### src/rtl/sort_arb.sv
// Two-requester front end for a vector sort pipeline.
// Arbitrates issue, tags each vector, routes results back in issue order.
module sort_arb #(
  parameter int DATA_WIDTH = 8,
  parameter int TAG_DEPTH  = 4
) (
  input  logic                          clk,
  input  logic                          rst_n,
  input  logic                          req0_val,
  input  logic                          req1_val,
  output logic                          req0_rdy,
  output logic                          req1_rdy,
  input  logic [8*DATA_WIDTH-1:0]       req0_data,
  input  logic [8*DATA_WIDTH-1:0]       req1_data,
  output logic                          pipe_val,
  input  logic                          pipe_rdy,
  output logic [8*DATA_WIDTH-1:0]       pipe_data,
  input  logic                          res_val,
  input  logic [8*DATA_WIDTH-1:0]       res_data,
  output logic                          rsp0_val,
  output logic                          rsp1_val,
  output logic [8*DATA_WIDTH-1:0]       rsp0_data,
  output logic [8*DATA_WIDTH-1:0]       rsp1_data,
  output logic [$clog2(TAG_DEPTH):0]    inflight,
  output logic                          err
);

  localparam int VW = 8*DATA_WIDTH;
  localparam int AW = $clog2(TAG_DEPTH);
  localparam logic [AW:0] FULL = (AW+1)'(TAG_DEPTH);

  typedef enum logic {OPEN, LOCKED} state_t;

  state_t          r_state;
  state_t          w_state_nx;
  logic            r_last;
  logic            r_grant;
  logic            w_grant;
  logic            w_gval;
  logic            w_open;
  logic            w_notfull;
  logic            w_xfer;
  logic            w_pop;
  logic            w_tag;
  logic [TAG_DEPTH-1:0] r_tag;
  logic [AW-1:0]   r_wp;
  logic [AW-1:0]   r_rp;
  logic [AW:0]     r_cnt;
  logic            r_rsp0_val;
  logic            r_rsp1_val;
  logic [VW-1:0]   r_rsp0_data;
  logic [VW-1:0]   r_rsp1_data;
  logic            r_err;

  // Grant selection, handshake and issue path.
  always_comb begin
    w_open    = (r_state == OPEN);
    w_notfull = (r_cnt != FULL);
    pipe_val  = (req0_val | req1_val) & w_notfull;
    w_grant   = 1'b0;
    unique case (1'b1)
      !w_open:                       w_grant = r_grant;
      w_open & req0_val & req1_val:  w_grant = ~r_last;
      w_open & req1_val & !req0_val: w_grant = 1'b1;
      default:                       w_grant = 1'b0;
    endcase
    w_gval    = w_grant ? req1_val : req0_val;
    w_xfer    = pipe_val & pipe_rdy & w_gval;
    req0_rdy  = w_xfer & ~w_grant;
    req1_rdy  = w_xfer & w_grant;
    pipe_data = w_grant ? req1_data : req0_data;
    w_pop     = res_val & (r_cnt != '0);
    w_tag     = r_tag[r_rp];
  end

  // Arbiter next state: lock on stall, unlock on transfer or dropped valid.
  always_comb begin
    w_state_nx = r_state;
    unique case (r_state)
      OPEN:   if (pipe_val & ~pipe_rdy) w_state_nx = LOCKED;
      LOCKED: if (w_xfer | ~w_gval)     w_state_nx = OPEN;
    endcase
  end

  // Arbiter state, frozen grant and round-robin history.
  always_ff @(posedge clk or negedge rst_n) begin
    if (!rst_n) begin
      r_state <= OPEN;
      r_grant <= 1'b0;
      r_last  <= 1'b1;
    end else begin
      r_state <= w_state_nx;
      if (w_open) r_grant <= w_grant;
      if (w_xfer) r_last  <= w_grant;
    end
  end

  // Tag FIFO of requester indices and in-flight count.
  always_ff @(posedge clk or negedge rst_n) begin
    if (!rst_n) begin
      r_tag <= '0;
      r_wp  <= '0;
      r_rp  <= '0;
      r_cnt <= '0;
    end else begin
      if (w_xfer) begin
        r_tag[r_wp] <= w_grant;
        r_wp        <= r_wp + 1'b1;
      end
      if (w_pop) r_rp <= r_rp + 1'b1;
      unique case ({w_xfer, w_pop})
        2'b10:   r_cnt <= r_cnt + 1'b1;
        2'b01:   r_cnt <= r_cnt - 1'b1;
        default: r_cnt <= r_cnt;
      endcase
    end
  end

  // Result routing pulses and sticky orphan-result flag.
  always_ff @(posedge clk or negedge rst_n) begin
    if (!rst_n) begin
      r_rsp0_val  <= 1'b0;
      r_rsp1_val  <= 1'b0;
      r_rsp0_data <= '0;
      r_rsp1_data <= '0;
      r_err       <= 1'b0;
    end else begin
      r_rsp0_val <= w_pop & ~w_tag;
      r_rsp1_val <= w_pop & w_tag;
      if (w_pop & ~w_tag) r_rsp0_data <= res_data;
      if (w_pop & w_tag)  r_rsp1_data <= res_data;
      if (res_val & (r_cnt == '0)) r_err <= 1'b1;
    end
  end

  assign rsp0_val  = r_rsp0_val;
  assign rsp1_val  = r_rsp1_val;
  assign rsp0_data = r_rsp0_data;
  assign rsp1_data = r_rsp1_data;
  assign inflight  = r_cnt;
  assign err       = r_err;

endmodule
### config.mk
export PLATFORM = sky130hd
export DESIGN_NAME = sort_arb
export DESIGN_NICKNAME = d
export VERILOG_FILES = /design/src/rtl/sort_arb.sv
export SDC_FILE = /design/constraint.sdc
export NUM_CORES = 1
export LEC_CHECK = 0
export BUFFER_PORTS_ARGS = -buffer_cell sky130_fd_sc_hd__buf_2
export CAP_MARGIN = 40
export CORE_AREA = 2 2 155 157
export DETAILED_ROUTE_END_ITERATION = 10
export DIE_AREA = 0 0 157 159
export PLACE_DENSITY = 0.58
export SLEW_MARGIN = 20
export SYNTH_ARGS = -nofsm -noshare
export SYNTH_HDL_FRONTEND = slang
export SYNTH_SLANG_ARGS = --single-unit
### constraint.sdc
create_clock -name clk -period 7.2 [get_ports clk]
set_clock_uncertainty 0.15 [all_clocks]
set_input_delay 0 -clock clk [delete_from_list [all_inputs] [get_ports clk]]
set_output_delay 0 -clock clk [all_outputs]
set_load 0.005 [all_outputs]
# --- Yosys cells after proc, flatten, opt, wreduce, memory -nomap -nowiden ---
# Index checks and enable logic that the tools add are counted.
word_totals:
  ff_bits: 145
  inputBits: 198
  out_inout_bits: 201
  elab_cells: 61
op_classes:
  add_sub_neg: 4
  magnitude_cmp: 3
  eq_ne: 3
  muxes: 12
  bitwise_logic: 22
  n_reduce_logical: 5
ops:
  columns: ["operator", "n"]
  rows:
  - ["$mux 64", 1]
  - ["$and 1x1->1", 14]
  - ["$lt 2x3->1 const B", 2]
  - ["$not 1->1", 6]
  - ["$pmux 3 s2", 1]
  - ["$mux 1", 5]
  - ["$add 2x1->2 const B", 2]
  - ["$bwmux 4", 1]
  - ["$add 3x1->3 const B", 1]
  - ["$logic_not 3->1", 1]
  - ["$ne 3x3->1 const B", 1]
  - ["$pmux 1 s3", 1]
  - ["$reduce_bool 3->1", 1]
  - ["$sub 3x1->3 const B", 1]
  - ["$bmux 1 s2", 1]
  - ["$demux 1 s2", 1]
  - ["$eq 2x1->1 const B", 1]
  - ["$eq 2x2->1 const B", 1]
  - ["$ge 2x1->1 const B", 1]
  - ["$or 1x1->1", 2]
  - ["$pmux 1 s2", 1]
  - ["$reduce_bool 2->1", 1]
  - ["$logic_and 1x1->1", 1]
  - ["$logic_not 1->1", 1]

# --- Longest topological paths before layout ---
depth:
  ltp_word: 9
  mapped_depth: 10
  depth_no_buf: 10

# --- Least setup slack after synthesis ---
# Ideal clock, no wire load.
synth_path:
  path_kind: "register -> register"
  start: "reg r_grant"
  end: "reg r_cnt[2], in the netlist inflight[2]"
  setup_ps: 79
  arrival_time_ps: 2018
  required_time_ps: 6971
  path_slack_ps: 4953
  stages_incl_launch_ff: 11
  path_buffers: 0
  period_less_slack_ps: 2247
  path_cell_list: "dfrtp_1 nand2b_1 a21oi_1 nor3_2 inv_1 ha_1 inv_1 fa_1 xor2_1 nor2_1 xor2_1"
synth_via:
  elab_chain_len: 5
  elab_cells_between_ends: 7
  classes_between: "2 x eq/ne; 3 x mux; 1 x bitwise; 1 x reduce/logical"
synth_lines:
  columns: ["item", "line_no", "rtl"]
  rows:
  - ["from (decl)", "37", "logic r_grant;"]
  - ["from (signal assigned)", "93", "if (w_open) r_grant <= w_grant;"]
  - ["$pmux 1 s3 *", "61", "unique case (1'b1)"]
  - ["$mux 1 *", "67", "w_gval = w_grant ? req1_val : req0_val;"]
  - ["$and 1x1->1 *", "68", "w_xfer = pipe_val & pipe_rdy & w_gval;"]
  - ["$eq 2x1->1 or $eq 2x2->1 (tied branches)", "111", "unique case ({w_xfer, w_pop})"]
  - ["$pmux 3 s2 or $reduce_bool 2->1 (tied branches)", null, null]
  - ["to (signal assigned)", "112", "2'b10: r_cnt <= r_cnt + 1'b1;"]
  - ["to (signal assigned)", "113", "2'b01: r_cnt <= r_cnt - 1'b1;"]
  - ["to (signal assigned)", "114", "default: r_cnt <= r_cnt;"]
  - ["to (decl)", "48", "logic [AW:0] r_cnt;"]
# Every way passes the cells marked *; elsewhere a longest branch is shown, timed or not.
# A chain may end at the register's enable or synchronous reset.

# --- Worst setup path in the final report ---
layout_path:
  start: "reg r_rp[0]"
  end: "reg r_rsp0_data[57], in the netlist rsp0_data[57]"
layout_via:
  elab_chain_len: 4
layout_lines:
  columns: ["item", "line_no", "rtl"]
  rows:
  - ["from (decl)", "47", "logic [AW-1:0] r_rp;"]
  - ["from (signal assigned)", "110", "if (w_pop) r_rp <= r_rp + 1'b1;"]
  - ["$bmux 1 s2", "73", "w_tag = r_tag[r_rp];"]
  - ["$mux 1 (implied by the code)", "73", null]
  - ["$not 1->1", "130", "if (w_pop & ~w_tag) r_rsp0_data <= res_data;"]
  - ["$and 1x1->1", "130", null]
  - ["to (signal assigned)", "130", null]
  - ["to (decl)", "51", "logic [VW-1:0] r_rsp0_data;"]
# Every way passes these cells. The select of a mux whose other input is x is not followed.

==> results.md <==
* Levels on crit path at 5
* Routed Wire Length at roughly 22000 um
* Layout cells sized above 1 at 0.712
* Finished Cell Area at ~0.010 mm2
* First-pass GRT wire length at 32600 um
* Width of the chip at 157 um
* HP Class: input port to async pin
* Initial antenna violation count at 8
* Mapped Avg Cell Area at roughly 16 um2
* Clk_lat worst skew at 0.42 ns
* Max stage delay on crit path at 0.58 ns
* Post_cts resized at 0
* H-tree depth at 4
* Die height at 159 um
* Post-synth cell types at 31
* Required time of the critical path at roughly 7.4 ns
* Drt first pass iters at 4
* Crit-path leading delay family: multiplexers
* Final clock period utilization by the worst path at 0.376
* Std-Cell Rows at 56
* I/O pin count at 399
* Cells after synthesis at 416
* Via-to-Cell Ratio at 4.23
* Number of remaining DRC errors at 0
* Fill cell count at ~2100
* Final hold viol count at 0
* DP HPWL at 16700 um
* Status: complete, no violations
* Power per cell area at 430 mW/mm2
* CP endpoint kind: flip-flop
* Post-synthesis sequential area ratio at 0.532
* Reg clk slew, reported paths at 0.07 ns
* Area of the die at 0.0250 mm2
* #FFs+latches synth at approximately 150
* Crit Path Class: flip-flop to flip-flop
* CTS buffer count at 17
* Final Max Tran Viols at 0
* Final min period at 2.71 ns
* Yosys top cell area share at 0.528
* Mapped cell area at between 0.006 and 0.007 mm2
* Net count after synthesis at 620
* Layout overhead on the synthesized area at 51.6%
* Arr. time, crit path at 2.85 ns
* Ys Warns at 0
* Max frequency at ~0.37 GHz
* Leak at 0.00526 uW
* Root Buffer: clkbuf_16
* Critical path peak fanout at 29
* Setup total negative slack at 0 ns
* Core ar. at between 0.02 and 0.025 mm2
* Max Cap Viol at 0
* Worst R2R Path Depth at 5
* CP Launch Type: flip-flop
* Final Net Count at 1091
* Placer Congestion at 0.814
* Maximum vdd drop at 0.000146 V
* Leading area contributor after synthesis: dfrtp_1
* Largest net degree at the start of global routing at 78
* Largest cells by area after synthesis: dfrtp_1 53%, mux2_2 20%, mux2_4 17%
* Total gr overflow at 0
* Total clock sinks at 145
* Initial Util at 0.294
* Critical path, cell by cell: mux4_2 > nor2_4 > buf_4 > buf_12 > mux2_4
* Vias in the first global route at 5581
* Port-buffer cells at 398
* Least-Margin Pin Slew at around 0.70 ns
* CP max stage cell: mux4_2
* Gr usage total at 0.173
* Routed Antenna Nets at 0
* Buf+Inv Stages, Crit Path at 2
* Total number of vias at 5182
* Unrepaired setup endpoints after global routing: false
* CTS tree: yes
* DP Area at about 0.009 mm2
* Final setup fails at 0
* Clock Path Buffers at 2
* Drt wl/cell at around 18 um
* Slew margin rel. at 0.531
* Iter 0 DRT Violations at approximately 240
## worst register-to-register path: cells and delay by family, from the launching register on
kind / cells / cell delay (ns)
mux: 2 / 0.93
simple gates: 1 / 0.25
flops: 1 / 0.39
buf+inv: 2 / 0.85
## cells in the final DEF, fill, tap and decap left out, types with 2 or more instances in the layout
cell type,n
buf_2,397
dfrtp_1,144
mux2_2,120
mux2_4,78
dlygate4sd3_1,69
clkbuf_16,17
inv_1,10
inv_8,6
diode_2,5
nor2_1,5
ha_1,5
nand2_1,4
nor4b_1,4
xnor2_1,4
buf_4,4
clkinv_4,3
a21oi_1,2
xor2_1,2
clkinvlp_4,2
clkinv_8,2
buf_16,2
## synth_stat cells, drive strengths merged
cell type,count
nor4b,4
a21oi,2
dfrtp,144
clkbuf,3
mux2,198
ha,5
fa,1
o211a,1
a21o,1
nor3,2
and3b,1
xor2,2
nand2b,2
mux4,1
nand2,5
mux2i,1
o21a,1
inv,10
nor2,6
o21ai,1
xnor2,4
dfstp,1
buf,19
a211o,1
## cell families after synthesis
logic type                 count (synthesis)  synth area share
xor gates and xnor gates                   6           0.00770
DFF                                      145             0.532
buffers and inverters                     32            0.0482
adders and majority gates                  6            0.0121
muxes                                    200             0.374
and+or+nand+nor                           20            0.0191
AOI/OAI and AO/OA                          7           0.00715
## metrics by stage
step | hold WS (ns) | setup WS (ns) | instances | power [uW] | utilization
after floorplan | -0.446 | 4.95 | 416 | 2860 | -
after global placement | -0.0682 | 4.38 | 1115 | 3510 | 0.387
after detailed placement | -0.0673 | 4.48 | 1118 | 3560 | 0.390
after CTS | 0.0368 | 4.46 | 1219 | 4500 | 0.446
after global routing | 0.0791 | 4.27 | 1224 | 4740 | 0.446
final | 0.0219 | 4.49 | 1224 | 4450 | 0.446
## flip-flops by register name, summed over array words and instances, names as in the netlist
register	count
rsp0_val	1
r_rp	2
r_last	1
rsp0_data	64
rsp1_val	1
r_wp	2
r_state	1
rsp1_data	64
inflight	3
r_grant	1
r_tag	4
err	1
## path summary, 6_finish.rpt
check                         start       endpoint  slack [ns]
hold reg to reg                 err            err        0.33
hold / removal                rst_n  rsp1_data[30]        0.02
max in group asynchronous     rst_n  rsp1_data[19]        5.79
setup / recovery            r_rp[0]  rsp0_data[57]        4.49
setup reg to reg            r_rp[0]  rsp0_data[57]        4.49
min in group clk           pipe_rdy        r_wp[0]        0.05
## final cells by class
cell class	instances	area, um2	share of cell area
timing repair buffer	474	2790	0.270
inverter	10	37.5	0.00363
sequential	145	3630	0.351
tap	319	399	0.0386
clock buffer	18	429	0.0415
multi-input combinational	239	2880	0.278
clock inverter	14	171	0.0166
antenna	5	12.5	0.00121
## report_power, final
| part | total, uW | internal (uW) | switching [uW] |
|---|---|---|---|
| Clock | 888 | 497 | 391 |
| Combinational | 2090 | 1270 | 829 |
| Sequential | 1460 | 1240 | 221 |
| Total | 4450 | 3010 | 1440 |
## repair_timing
action | in CTS | in global routing
endpoints found under the hold margin | 208 | 0
hold buffers | 69 | 0
setup buffers | 0 | 0
## routing by layer
layer,share of wire,track usage,up-vias,wire length (um)
met4,0.029,0.0788,0,640
met5,0,0,-,0
met2,0.54,0.321,259,11700
li1,-,-,2435,-
met3,0.065,0.0427,33,1410
met1,0.37,0.182,2455,8010
Note: power is estimated with default switching activity, not from simulation.
